### src/rtl/iopmp_pkg.sv
// iopmp_pkg: TL-UL bus types and IOPMP error-responder types shared by the responder and its error record.
package iopmp_pkg;
    localparam int TL_AW  = 32;
    localparam int TL_DW  = 32;
    localparam int TL_AIW = 8;
    localparam int TL_DIW = 1;
    localparam int TL_SZW = 2;
    localparam int TL_DBW = TL_DW / 8;

    typedef logic [3:0] mubi4_t;
    localparam mubi4_t MuBi4True  = 4'h6;
    localparam mubi4_t MuBi4False = 4'h9;

    typedef enum logic [2:0] {
        PutFullData    = 3'h0,
        PutPartialData = 3'h1,
        Get            = 3'h4
    } tl_a_op_e;

    typedef enum logic [2:0] {
        AccessAck     = 3'h0,
        AccessAckData = 3'h1
    } tl_d_op_e;

    typedef struct packed {
        mubi4_t instr_type;
    } tl_a_user_t;

    typedef struct packed {
        logic              a_valid;
        tl_a_op_e          a_opcode;
        logic [2:0]        a_param;
        logic [TL_SZW-1:0] a_size;
        logic [TL_AIW-1:0] a_source;
        logic [TL_AW-1:0]  a_address;
        logic [TL_DBW-1:0] a_mask;
        logic [TL_DW-1:0]  a_data;
        tl_a_user_t        a_user;
        logic              d_ready;
    } tl_h2d_t;

    typedef struct packed {
        logic              d_valid;
        tl_d_op_e          d_opcode;
        logic [2:0]        d_param;
        logic [TL_SZW-1:0] d_size;
        logic [TL_AIW-1:0] d_source;
        logic [TL_DIW-1:0] d_sink;
        logic [TL_DW-1:0]  d_data;
        logic              d_error;
        logic              a_ready;
    } tl_d2h_t;

    typedef enum logic [1:0] {
        IOPMP_ACC_NONE  = 2'd0,
        IOPMP_ACC_READ  = 2'd1,
        IOPMP_ACC_WRITE = 2'd2,
        IOPMP_ACC_EXEC  = 2'd3
    } iopmp_req_e;

    typedef enum logic [1:0] {IDLE, DRAIN, RESP} iopmp_resp_state_e;

    typedef struct packed {
        logic [33:0]       addr;
        iopmp_req_e        acc_type;
        logic [TL_AIW-1:0] src;
        logic [7:0]        idx;
    } iopmp_err_rec_t;

    // NONE marks an opcode the checker cannot classify; the responder rejects it outright.
    function automatic iopmp_req_e tl_to_iopmp_type(tl_a_op_e op, mubi4_t instr);
        return (op == Get) ? ((instr == MuBi4True) ? IOPMP_ACC_EXEC : IOPMP_ACC_READ) :
               (op == PutFullData || op == PutPartialData) ? IOPMP_ACC_WRITE : IOPMP_ACC_NONE;
    endfunction
endpackage

### src/rtl/iopmp_err_record.sv
// iopmp_err_record: sticky first-violation record with clear, plus a saturating violation counter.
module iopmp_err_record
    import iopmp_pkg::*;
#(
    parameter int ErrCntWidth = 16
) (
    input  logic                   clk,
    input  logic                   rst,
    input  logic                   cap_i,
    input  logic                   clr_i,
    input  iopmp_err_rec_t         rec_i,
    output logic                   valid_o,
    output iopmp_err_rec_t         rec_o,
    output logic [ErrCntWidth-1:0] cnt_o
);
    always_ff @(posedge clk or posedge rst) begin
        if (rst) begin
            valid_o <= 1'b0;
            rec_o   <= '0;
            cnt_o   <= '0;
        end else begin
            // A capture coinciding with a clear wins, so the new violation is kept.
            if (cap_i && (!valid_o || clr_i)) rec_o <= rec_i;
            valid_o <= cap_i || (valid_o && !clr_i);
            cnt_o   <= (cap_i && cnt_o != '1) ? cnt_o + 1'b1 : cnt_o;
        end
    end
endmodule

### src/rtl/iopmp_tlul_err_responder.sv
// iopmp_tlul_err_responder: TL-UL gatekeeper that forwards permitted requests and
// answers checker-denied requests locally with an in-order d_error response.
module iopmp_tlul_err_responder
    import iopmp_pkg::*;
#(
    parameter int MaxOutstanding = 4,
    parameter int ErrCntWidth    = 16
) (
    input  logic                   clk,
    input  logic                   rst,
    input  tl_h2d_t                tl_h_i,
    output tl_d2h_t                tl_h_o,
    output tl_h2d_t                tl_d_o,
    input  tl_d2h_t                tl_d_i,
    output logic [33:0]            chk_addr_o,
    output iopmp_req_e             chk_type_o,
    input  logic                   chk_err_i,
    input  logic [7:0]             chk_idx_i,
    input  logic                   err_clr_i,
    output logic                   err_valid_o,
    output logic [33:0]            err_addr_o,
    output iopmp_req_e             err_type_o,
    output logic [TL_AIW-1:0]      err_src_o,
    output logic [7:0]             err_idx_o,
    output logic [ErrCntWidth-1:0] err_cnt_o,
    output logic                   irq_o
);
    localparam int OW = $clog2(MaxOutstanding + 1);

    iopmp_resp_state_e state, state_d;
    logic [OW-1:0]     outstanding;
    logic              rsp_get;
    logic [TL_SZW-1:0] rsp_size;
    logic [TL_AIW-1:0] rsp_src;
    logic              viol, acc, pass_ok, a_fire, d_fire;
    iopmp_err_rec_t    rec_in, rec;

    assign chk_addr_o = {2'b00, tl_h_i.a_address};
    assign chk_type_o = tl_to_iopmp_type(tl_h_i.a_opcode, tl_h_i.a_user.instr_type);

    always_comb begin
        viol    = tl_h_i.a_valid && (chk_err_i || chk_type_o == IOPMP_ACC_NONE);
        acc     = state == IDLE && viol;
        pass_ok = state == IDLE && !viol && outstanding != OW'(MaxOutstanding);
        tl_d_o         = tl_h_i;
        tl_d_o.a_valid = tl_h_i.a_valid && pass_ok;
        tl_d_o.d_ready = state == RESP || tl_h_i.d_ready;
        tl_h_o         = tl_d_i;
        tl_h_o.a_ready = acc || (pass_ok && tl_d_i.a_ready);
        if (state == RESP) begin
            tl_h_o.d_valid  = 1'b1;
            tl_h_o.d_opcode = rsp_get ? AccessAckData : AccessAck;
            tl_h_o.d_param  = '0;
            tl_h_o.d_size   = rsp_size;
            tl_h_o.d_source = rsp_src;
            tl_h_o.d_sink   = '0;
            tl_h_o.d_data   = '0;
            tl_h_o.d_error  = 1'b1;
        end
        a_fire  = tl_d_o.a_valid && tl_d_i.a_ready;
        d_fire  = state != RESP && tl_d_i.d_valid && tl_d_o.d_ready;
        // DRAIN waits for every forwarded response so the local error reply stays in order.
        state_d = (state == IDLE)  ? (acc ? DRAIN : IDLE) :
                  (state == DRAIN) ? ((outstanding == '0) ? RESP : DRAIN) :
                  (tl_h_i.d_ready ? IDLE : RESP);
    end

    always_ff @(posedge clk or posedge rst) begin
        if (rst) begin
            state       <= IDLE;
            outstanding <= '0;
            rsp_get     <= 1'b0;
            rsp_size    <= '0;
            rsp_src     <= '0;
        end else begin
            state       <= state_d;
            outstanding <= outstanding + OW'(a_fire) - OW'(d_fire);
            if (acc) begin
                rsp_get  <= tl_h_i.a_opcode == Get;
                rsp_size <= tl_h_i.a_size;
                rsp_src  <= tl_h_i.a_source;
            end
        end
    end

    assign rec_in = '{addr: chk_addr_o, acc_type: chk_type_o, src: tl_h_i.a_source, idx: chk_idx_i};

    iopmp_err_record #(.ErrCntWidth(ErrCntWidth)) u_rec (
        .clk     (clk),
        .rst     (rst),
        .cap_i   (acc),
        .clr_i   (err_clr_i),
        .rec_i   (rec_in),
        .valid_o (err_valid_o),
        .rec_o   (rec),
        .cnt_o   (err_cnt_o)
    );

    assign err_addr_o = rec.addr;
    assign err_type_o = rec.acc_type;
    assign err_src_o  = rec.src;
    assign err_idx_o  = rec.idx;
    assign irq_o      = err_valid_o;
endmodule
### config.mk
export PLATFORM = sky130hd
export DESIGN_NAME = iopmp_tlul_err_responder
export DESIGN_NICKNAME = d
export VERILOG_FILES = /design/src/rtl/iopmp_pkg.sv /design/src/rtl/iopmp_err_record.sv /design/src/rtl/iopmp_tlul_err_responder.sv
export SDC_FILE = /design/constraint.sdc
export NUM_CORES = 1
export LEC_CHECK = 0
export ABC_AREA = 1
export CAP_MARGIN = 20
export CORE_AREA = 3 3 155 157
export DETAILED_ROUTE_END_ITERATION = 8
export DIE_AREA = 0 0 158 160
export GPL_TIMING_DRIVEN = 0
export HOLD_SLACK_MARGIN = 0.05
export PLACE_DENSITY = 0.69
export SYNTH_ARGS = -nofsm -noshare
export SYNTH_HDL_FRONTEND = slang
export SYNTH_SLANG_ARGS = --single-unit
export TNS_END_PERCENT = 20
### constraint.sdc
create_clock -name clk -period 4.97 [get_ports clk]
set_input_delay 0.994 -clock clk [delete_from_list [all_inputs] [get_ports clk]]
set_output_delay 0.994 -clock clk [all_outputs]
set_load 0.02 [all_outputs]
==> Word level (Yosys, flattened, before mapping) <==
Cells that the tools add are included.
W data, S select, Z words.
{ "totals": {"inputBits": 154, "mem_bits_ro": 0, "latchBits": 0, "elab_cells": 57, "mem_count": 0, "ram_bits": 0, "register_bits": 83} }
{ "classes": {"mul": 0, "order_cmp": 0, "muxes": 10, "reduce_logical": 25, "add_sub_neg": 3, "div_mod_pow": 0, "n_shift": 0, "eq_ne": 8, "bitwise_logic": 0} }
{ "op_table": {"columns": ["cell", "n"], "rows": [
  ["$mux W51", 1],
  ["$add A16 B1 Y16 const B", 1],
  ["$ne A16 B16 Y1 const B", 1],
  ["$mux W2", 7],
  ["$logic_and A1 B1 Y1", 12],
  ["$logic_not A3 Y1", 2],
  ["$logic_or A1 B1 Y1", 6],
  ["$eq A4 B3 Y1 const B", 1],
  ["$logic_not A2 Y1", 2],
  ["$add A3 B1 Y3", 1],
  ["$eq A3 B1 Y1 const B", 1],
  ["$eq A3 B3 Y1 const B", 1],
  ["$logic_not A1 Y1", 3],
  ["$ne A3 B3 Y1 const B", 1],
  ["$sub A3 B1 Y3", 1],
  ["$eq A2 B1 Y1 const B", 1],
  ["$eq A2 B2 Y1 const B", 1],
  ["$mux W1", 2],
  ["$ne A2 B2 Y1 const B", 1]
]} }

==> Longest topological paths before layout <==
{ "logic_depth": {"word_depth": 14, "mapped_depth": 12, "mapped_depth_nobuf": 12} }

==> Cells and area by module <==
A second synthesis with hierarchy kept.
{ "hier_totals": {"cells_unflattened": 597, "hier_area_um2": 5173.7} }
{ "modules_own_cells": {"columns": ["mod", "cells_each", "n_inst", "area_each_um2"], "rows": [
  ["iopmp_err_record", 256, 1, 2956.6],
  ["iopmp_tlul_err_responder", 341, 1, 2217.1]
]} }

==> Worst setup path after synthesis <==
No wires, ideal clock.
{ "synth_path": {"path_kind": "input port to flip-flop", "startpoint": "in tl_h_i[86] (netlist name)", "endpoint": "reg outstanding[2]", "path_stages": 12, "required_ps": 4847, "path_buffers": 0, "setup_slack_ps": 2125, "arrival_ps": 2722, "path_cell_list": "a21oi_1 nand2_2 nand2_1 nand2_1 nor2_1 nand2_1 ha_1 inv_1 ha_1 inv_1 fa_1 xnor2_1"} }
{ "synth_lines": {"columns": ["item", "line_no", "text"], "rows": [
  ["start, declared", "iopmp_tlul_err_responder.sv:11", "input tl_h2d_t tl_h_i,"],
  ["end signal, assigned", "iopmp_tlul_err_responder.sv:77", "outstanding <= outstanding + OW'(a_fire) - OW'(d_fire);"],
  ["end, declared", "iopmp_tlul_err_responder.sv:31", "logic [OW-1:0] outstanding;"]
]} }

==> run summary <==
die height: 160 um
Max Cap Violations: 0
CTS tree: yes
CP Launch Type: primary input
final hold violation count: 0
final worst clock skew: 0.0104 ns
Ys Warns: 0
Fmax: 232 MHz
worst relative slew slack: 38.1%
Mapped Cells: 698
final wirelength: 19600 um
# DRC: 0
Reg-to-Reg End: outstanding[1]$_DFF_PP0_
Worst Hold Depth: 2
status: complete, no violations
port bufs: 358
Hold Path Sink: rsp_src[7]$_DFFE_PP0P_
Setup Fix Bufs, Post-CTS: 0
crit path max fanout: 10
post-synthesis register bit count: 83
FILL cells: 2231
core outline area: 22600 um^2
hold_buf cts: 0
Slew @ Worst Pin: 0.926 ns
clock insertion delay at the later pin of the skew report: 0.34 ns
Max Buffers Root-to-Sink: 2
drt via density: 4.03
first-pass GRT wire length: 29500 um
vias in the first global route: 5486
RSZ-0062 raised after global routing: false
initial antenna violation count: 0
Detailed Routing Iterations Pass 1: 4
R2R Setup Slk: 2.47 ns
H-Tree Depth: 3
FF-to-FF path depth: 10
share of cells above drive strength 1: 16.6%
TNS Setup: 0 ns
hold path start: rsp_src[7]$_DFFE_PP0P_
initial core utilization: 23.1%
Global Route Usage Sum: 14.8%
syn_area_per_cell: 7.49 um^2
Cell Area, Synth: 5230 um^2
type of the worst min-delay path: flop to flop
TritonCTS buffer count: 9
I/O pins: 402
crit path time final: 4.31 ns
Lkg Pwr: 4.57 nW
Iter 0 DRT Violations: 180
Setup Crit Path Kind: primary input to primary output
Yosys cell types: 32
final setup margin: 0.661 ns
Final setup viols: 0
final core occ: 42.2%
period utilization: 86.7%
area grow syn2layout: 82.7%
Die Width: 158 um
clk root buf: clkbuf_16
reg2reg start: state[1]$_DFF_PP0_
total gr overflow: 0
Die ar.: 25300 um^2
DP Worst Slack: 0.571 ns
CTS resizes: 0
post-synthesis sequential area ratio: 39.7%
post-DR wirelength/cell: 14.4 um
Cell Pwr Density: 429 nW/um^2
maximum vdd drop: 0.000219 V
pin count of the biggest net entering global routing: 52
Critical Path End Type: primary output
crit path from: tl_h_i[86]
Via Count: 5480
Placer Congestion: 0.799
CP required: 3.98 ns
NumNets Final: 1229
Sink Count: 83
Post-DRT Antenna Nets: 0
clock transition at the registers of the reported paths: 0.06 ns
critical path arrival: 3.32 ns
HPWL after DPL: 16100 um
fin. max-slew vios: 0
row count: 55
==> worst max-delay path, stage by stage <==
cell	delay, ns
clkdlybuf4s50_1	0.47
a21oi_1	0.44
nand2_2	0.11
nand3_2	0.16
buf_6	0.19
buf_2	0.30
nand2_1	0.09
clkdlybuf4s50_1	0.54
==> registers in the layout, indices dropped and copies added, names as in the netlist <==
| name | count |
|---|---|
| state | 2 |
| rsp_src | 8 |
| rsp_size | 2 |
| u_rec.valid_o | 1 |
| rsp_get | 1 |
| u_rec.rec_o | 50 |
| u_rec.cnt_o | 16 |
| outstanding | 3 |
==> metal layers <==
metal / up-vias / wire length [um] / global-route usage, %
li1: 2757 / - / -
met1: 2466 / 7760 / 16.9
met2: 242 / 9830 / 26.7
met3: 15 / 1860 / 5.26
met4: 0 / 184 / 2.93
met5: - / 0 / 0
==> where the power goes <==
part	internal, mW	leakage [nW]	total [mW]	switching (mW)
Sequential	0.949	1.05	1.11	0.157
Clock	0.504	0.166	0.782	0.279
Combinational	1.00	3.35	2.21	1.21
Total	2.46	4.57	4.10	1.64
==> final cells by class <==
| class | count | area, um^2 | area share (%) |
|---|---|---|---|
| Buffer | 152 | 1100 | 11.5 |
| Sequential cell | 83 | 2080 | 21.7 |
| Inverter | 71 | 269 | 2.82 |
| Multi-Input combinational cell | 395 | 1800 | 18.8 |
| Antenna cell | 1 | 2.50 | 0.0262 |
| Clock buffer | 11 | 243 | 2.54 |
| Timing Repair Buffer | 359 | 3610 | 37.8 |
| Tap cell | 285 | 357 | 3.73 |
| Clock inverter | 4 | 98.8 | 1.03 |
==> worst max path at each step <==
stage | end | slack [ns] | depth (start not counted)
final | tl_h_o[0] | 0.66 | 8
after global routing | tl_h_o[0] | 0.53 | 8
after CTS | tl_h_o[0] | 0.56 | 8
after detailed placement | tl_h_o[0] | 0.57 | 8
after global placement | u_rec.cnt_o[6]$_DFFE_PP0P_ | 0.25 | 2
after floorplan | outstanding[0]$_DFF_PP0_ | 1.84 | 1
==> through the flow <==
step | std cells | instance area [um^2] | hold slack [ns] | power [mW]
after floorplan | 701 | 5240 | 0.449 | 2.23
after global placement | 1344 | 9180 | 0.468 | 3.33
after detailed placement | 1345 | 9210 | 0.471 | 3.36
after CTS | 1360 | 9550 | 0.488 | 4.17
after global routing | 1360 | 9550 | 0.505 | 4.38
final | 1361 | 9550 | 0.488 | 4.10
==> Yosys cell counts <==
library cell	n	area, um^2
buf_4	130	976
o21ai_0	76	380
nand2_4	1	11.3
inv_2	2	7.51
clkbuf_2	10	50.1
a21oi_1	2	10.0
o22ai_1	1	6.26
or2_2	1	6.26
clkbuf_1	6	22.5
nor3_1	1	5.00
ha_1	3	37.5
nand2_1	202	758
nand4_1	5	31.3
nor2_1	58	218
nor2_8	2	40.0
xor2_1	4	35.0
nand3_1	7	35.0
fa_1	1	20.0
inv_1	68	255
o211ai_1	1	7.51
conb_1	1	3.75
nand3_2	2	20.0
nor2_4	2	22.5
nor2_2	2	12.5
o31ai_1	1	7.51
o21ai_1	10	50.1
xnor2_1	5	43.8
dfrtp_1	83	2080
nand2_2	4	25.0
buf_2	3	15.0
clkinv_1	1	3.75
buf_6	3	33.8
==> layout by cell type (no fill, tap or decap), types with 2 or more instances in the layout <==
cell,count
buf_4,130
conb_1,4
buf_6,3
clkbuf_16,9
o21ai_1,10
buf_2,3
nand4_1,5
a21oi_1,2
nand3_1,7
xnor2_1,5
nand3_2,2
nand2_1,202
clkdlybuf4s50_1,358
o21ai_0,76
dfrtp_1,83
inv_1,67
nor2_2,2
ha_1,3
nor2_4,2
inv_2,2
clkbuf_1,7
clkbuf_2,10
nand2_2,4
xor2_1,4
nor2_8,2
nor2_1,58
bufinv_16,3
==> kinds of logic after synthesis <==
group | Yosys count | share of synthesized area [%]
and+or+nand+nor | 287 | 22.7
buffers and inverters | 223 | 26.1
AOI/OAI and AO/OA | 91 | 8.83
DFF | 83 | 39.7
xor gates and xnor gates | 9 | 1.51
adders and majority gates | 4 | 1.10
other | 1 | 0.0717
(Power assumes the default switching activity.)
